<file path="src/rtl/mem_access_unit.sv">
// mem_access_unit: memory-stage controller. It turns the load/store held in
// EX/MEM into a request/ready transaction on a variable-latency data port,
// stalls the upstream pipeline until that transaction completes, and reports
// misaligned addresses and memory timeouts on a one-cycle bus_err pulse.
module mem_access_unit #(
    parameter int unsigned TIMEOUT = 16
) (
    input  logic        clk,
    input  logic        rst,
    input  logic [31:0] ALU_Res,
    input  logic [31:0] RegB_data,
    input  logic        mem_read,
    input  logic        mem_write,
    input  logic        reg_write,
    output logic        mem_req,
    output logic        mem_we,
    output logic [31:0] mem_addr,
    output logic [31:0] mem_wdata,
    input  logic        mem_ready,
    input  logic [31:0] mem_rdata,
    output logic [31:0] Mem_Data,
    output logic        reg_writeO,
    output logic        stall,
    output logic        bus_err
);

    localparam int unsigned CW = (TIMEOUT > 1) ? $clog2(TIMEOUT) : 1;
    localparam logic [CW-1:0] CNT_LAST = CW'(TIMEOUT - 1);

    typedef enum logic [1:0] {IDLE, WAIT, DONE} state_t;

    state_t        state;
    logic [CW-1:0] cnt;
    logic          err;
    logic          access;
    logic          aligned;

    assign access  = mem_read | mem_write;
    assign aligned = (ALU_Res[1:0] == 2'b00);

    // Access sequencing: issue the request, wait for ready or timeout, then
    // spend one DONE cycle so EX/MEM advances and the access is never re-issued.
    always_ff @(posedge clk) begin
        if (!rst) begin
            state     <= IDLE;
            cnt       <= '0;
            err       <= 1'b0;
            mem_req   <= 1'b0;
            mem_we    <= 1'b0;
            mem_addr  <= '0;
            mem_wdata <= '0;
            Mem_Data  <= '0;
        end else begin
            case (state)
                IDLE: begin
                    if (access) begin
                        if (aligned) begin
                            mem_addr  <= ALU_Res;
                            mem_wdata <= RegB_data;
                            // A load wins when both read and write are asserted.
                            mem_we    <= ~mem_read;
                            mem_req   <= 1'b1;
                            cnt       <= '0;
                            err       <= 1'b0;
                            state     <= WAIT;
                        end else begin
                            err   <= 1'b1;
                            state <= DONE;
                        end
                    end
                end
                WAIT: begin
                    cnt <= cnt + 1'b1;
                    if (mem_ready) begin
                        if (!mem_we) begin
                            Mem_Data <= mem_rdata;
                        end
                        mem_req <= 1'b0;
                        err     <= 1'b0;
                        state   <= DONE;
                    end else if (cnt == CNT_LAST) begin
                        mem_req <= 1'b0;
                        err     <= 1'b1;
                        state   <= DONE;
                    end
                end
                DONE: begin
                    state <= IDLE;
                end
                default: begin
                    state   <= IDLE;
                    mem_req <= 1'b0;
                end
            endcase
        end
    end

    // Pipeline control: stall while an access is pending, bubble MEM/WB while
    // stalled, and suppress the register write of a failed access.
    always_comb begin
        stall      = 1'b0;
        reg_writeO = 1'b0;
        bus_err    = 1'b0;
        case (state)
            IDLE: begin
                stall      = access;
                reg_writeO = reg_write & ~access;
            end
            WAIT: begin
                stall = 1'b1;
            end
            DONE: begin
                reg_writeO = reg_write & ~err;
                bus_err    = err;
            end
            default: begin
                stall = 1'b0;
            end
        endcase
    end

endmodule
</file>
<file path="config.mk">
export PLATFORM = sky130hd
export DESIGN_NAME = mem_access_unit
export DESIGN_NICKNAME = d
export VERILOG_FILES = /design/src/rtl/mem_access_unit.sv
export SDC_FILE = /design/constraint.sdc
export NUM_CORES = 1
export LEC_CHECK = 0
export CELL_PAD_IN_SITES_DETAIL_PLACEMENT = 0
export CELL_PAD_IN_SITES_GLOBAL_PLACEMENT = 1
export CORE_ASPECT_RATIO = 0.5
export CORE_MARGIN = 2
export CORE_UTILIZATION = 24
export DETAILED_ROUTE_END_ITERATION = 12
export MAX_ROUTING_LAYER = met4
export PLACE_DENSITY_LB_ADDON = 0.1
export SLEW_MARGIN = 5
export SYNTH_ARGS = -nofsm -noshare
export SYNTH_HDL_FRONTEND = slang
export SYNTH_SLANG_ARGS = --single-unit
export TNS_END_PERCENT = 100
</file>
<file path="constraint.sdc">
create_clock -name clk -period 1.6 [get_ports clk]
set_input_delay 0.32 -clock clk [delete_from_list [all_inputs] [get_ports clk]]
set_output_delay 0.32 -clock clk [all_outputs]
set_load 0.02 [all_outputs]
</file>
==> run_results.csv <==
group,metric,value,unit
synth,yosysSeqAreaShare,55.0,%
placed_design,placed_area,6150,um2
critical_path,cp-start-kind,"flop",
synth,synth_common_cells,"134 x nand2_1, 105 x dfxtp_1, 65 x nand3_1",
global_route,grt_overflow_total,0,
synth,synth-edff-count,0,
die,ios,203,
die,fp.dieW,182,um
job,cap_violations,0,
timing,fin_worst_skew,0.0114,ns
worst_hold_path,hp-start,"rst",
timing,setup_viol,15,
worst_hold_path,hold_class,"input pin to flop",
timing,setup_ws,-0.0203,ns
die,floorplan.rows,32,
synth,synth.distinct_cells,31,
die,die_h,93.2,um
finish,drive_above_1_share,22.2,%
synth,yosys_warnings,0,
synth,synth_area_leaders,"dfxtp_1 55%, nand2_1 13%, nand3_1 8.5%",
synth,synthMuxAreaShare,0.524,%
timing,post-route-period-util,101,%
critical_path,path_delay_family,"buffers and inverters",
power,ir_drop,0.507,mV
detailed_routing,routed_wl,13900,um
synth,synth-simple-area-share,24.4,%
critical_path,path_cells,"buf_6 -> buf_12 -> nand2b_4 -> buf_6 -> nor3b_4 -> buf_6 -> buf_12 -> nand2_1 -> a21oi_1",
critical_path,required,1.87,ns
power,p_leak,3.08,nW
finish,fillers,1563,
critical_path,r2r_slack,-0.02,ns
synth,ys_seq_elements,105,
cts,cts_tree,"done",
critical_path,critical_path.max_fanout,8,
synth,synth-xor-area-share,0,%
detailed_routing,ant_nets,0,
timing,worst_pin_slew,0.313,ns
synth,syn-cell-area,3820,um2
cts,clock_path_buffers,2,
critical_path,end_kind,"flop",
critical_path,reg2reg_to,"Mem_Data[26]$_SDFFE_PN0P_",
synth,synth_compound_area_share,15.1,%
timing,max_freq,617,MHz
placed_design,dp_hpwl,7570,um
synth,synth_fa_ha_area_share,0.327,%
synth,yosysMostFrequentCell,"nand2_1",
global_route,grtUsageTotal,13.5,%
synth,synthFlopType,"dfxtp_1",
critical_path,path_buf_inv,5,
finish,design_area,7240,um2
global_route,grt_pass1_vias,3495,
cts,h-tree-depth,3,
finish,multi_input_area,1980,um2
timing,rsz0062_at_grt,"true",
global_route,grt_max_degree,75,
placed_design,gp_congestion,0.700,
cts,root_buffer,"clkbuf_16",
die,initial_core_util,24.7,%
detailed_routing,wl_per_cell,15.3,um
critical_path,criticalPathCategory,"flop to flop",
finish,syn_to_final_growth,89.5,%
critical_path,crit_top_cell,"buf_6",
worst_hold_path,hold_end,"mem_wdata[19]$_SDFFE_PN0P_",
critical_path,cpPeakStageDelay,0.33,ns
timing,finalSetupTns,-0.126,ns
placed_design,port_buffers,202,
run_status,violations,"negative setup slack",
detailed_routing,drc_errors,0,
finish,n_antenna_cell,0,
critical_path,r2r-start,"state[1]$_SDFFE_PN0P_",
detailed_routing,vias_per_cell,4.44,
die,fp.dieArea,17000,um2
global_route,grt_pass1_wl,17900,um
die,core_area,15500,um2
cts,clock_latency,0.35,ns
synth,yosysTopAreaCellShare,55.0,%
cts,cts_sinks,105,
synth,synth_top_area_cell,"dfxtp_1",
timing,hold-worst-slack,0.344,ns
synth,synth-async-reset-ratio,0,%
critical_path,slowest_stage,"dfxtp_2",
power,p_per_area,841,nW/um2
detailed_routing,dr.pass1.iters,4,
run_status,status,"complete, but fails checks",
global_route,antenna_found_initial,0,
timing,hold_viol,0,
finish,regArea,2100,um2
timing,max-slew-margin-rel,78.6,%
critical_path,worst-endpoint-arrival,1.89,ns
cts,cts_made_buffers,9,
detailed_routing,drt_iter0_drc,135,
finish,nets,800,
timing,final_max_slew_viol_count,0,
synth,synth_top_family_by_area,"simple AND/OR/NAND/NOR gates",
synth,synth_cells,475,
worst_hold_path,hold_depth,3,
synth,syn_area_per_cell,8.04,um2
detailed_routing,vias,4023,
cts,clk_pin_slew,0.07,ns
timing,post-route-min-period,1.62,ns
critical_path,reg2reg_depth,9,
synth,syn-num-nets,578,
[power by group]
part           total (mW)  switching (mW)  internal (mW)
sequential           2.77          0.0606           2.71
clock                2.19            1.07           1.12
combinational        1.13           0.542          0.584
total                6.09            1.67           4.42
[cells in the final DEF, fill, tap and decap left out, types with 2 or more instances in the layout]
cell type,netlist,final
a21oi_1,37,23
a21oi_2,0,14
and3_1,4,2
and3_4,0,2
buf_12,0,8
buf_4,0,12
buf_6,3,16
buf_8,0,3
clkbuf_16,0,18
clkdlybuf4s50_1,0,96
dfxtp_1,105,103
dfxtp_2,0,2
dlygate4sd2_1,0,99
dlymetal6s2s_1,0,3
inv_6,0,2
mux2i_1,2,2
nand2_1,134,130
nand2_4,0,3
nand3_1,65,10
nand3_2,0,54
nor2_1,3,2
nor3_1,2,2
o21ai_0,61,5
o21ai_1,4,56
o21ai_2,0,4
o22ai_1,2,2
or4_4,1,3
[timing repair]
item                                    4_1_cts  5_1_grt
pin swaps                                     4       39
hold buffers                                  0        0
gates resized for setup                     114      171
cloned                                        0       21
endpoints found under the setup margin      153       97
buffers inserted                              0       10
[kinds of logic after synthesis]
logic type | count (synthesis)
buffers and inverters | 41
AO/OA/AOI/OAI | 110
adder cells (fa/ha/maj) | 1
flip-flops | 105
AND/OR/NAND/NOR | 216
multiplexers | 2
[worst max path at each step]
stage	startpoint	endpoint	slack, ns	depth (start not counted)
6_report	state[1]$_SDFFE_PN0P_	Mem_Data[26]$_SDFFE_PN0P_	-0.02	9
5_1_grt	state[1]$_SDFFE_PN0P_	Mem_Data[26]$_SDFFE_PN0P_	-0.07	9
4_1_cts	ALU_Res[0]	mem_wdata[29]$_SDFFE_PN0P_	-0.04	6
3_5_place_dp	mem_write	reg_writeO	-0.48	4
3_3_place_gp	mem_write	reg_writeO	-0.48	4
2_1_floorplan	ALU_Res[0]	mem_wdata[12]$_SDFFE_PN0P_	-0.04	7
[worst register-to-register path, cell delays in order, from the launching register on]
cell and delay [ns]:
dfxtp_2 0.33, buf_6 0.13, buf_12 0.12, nand2b_4 0.14, buf_6 0.12, nor3b_4 0.24, buf_6 0.16, buf_12 0.13
nand2_1 0.06, a21oi_1 0.12
[per-layer routing]
| metal | wire length (um) | global-route usage [%] | up-vias |
|---|---|---|---|
| li1 | - | - | 2053 |
| met3 | 708 | 4.44 | 5 |
| met2 | 6640 | 22.2 | 106 |
| met1 | 6450 | 16.5 | 1859 |
| met5 | 0 | - | - |
| met4 | 79 | 2.82 | 0 |
[through the flow]
step                power [mW]  instances  utilization [%]  setup slack, ns
floorplan                 3.20        475                -          -0.0386
global placement          3.74        859             39.7           -0.478
detailed placement        3.75        859             39.7           -0.480
CTS                       5.90        875             40.8          -0.0361
global route              6.36        906             46.7          -0.0688
finish                    6.09        906             46.7          -0.0203
[registers in the layout (all words and copies together), names as in the netlist]
register / flops
mem_we: 1
state: 2
Mem_Data: 32
err: 1
cnt: 4
mem_addr: 32
mem_wdata: 32
mem_req: 1
[layout make-up]
class | count | share of cell area, %
multi-input cells | 331 | 27.4
repair buffers | 248 | 35.9
flip-flops and latches | 105 | 29.1
well taps | 204 | 3.53
clock inverters | 6 | 0.691
inverters | 2 | 0.104
clock buffers | 10 | 3.30
(Power assumes the default switching activity.)
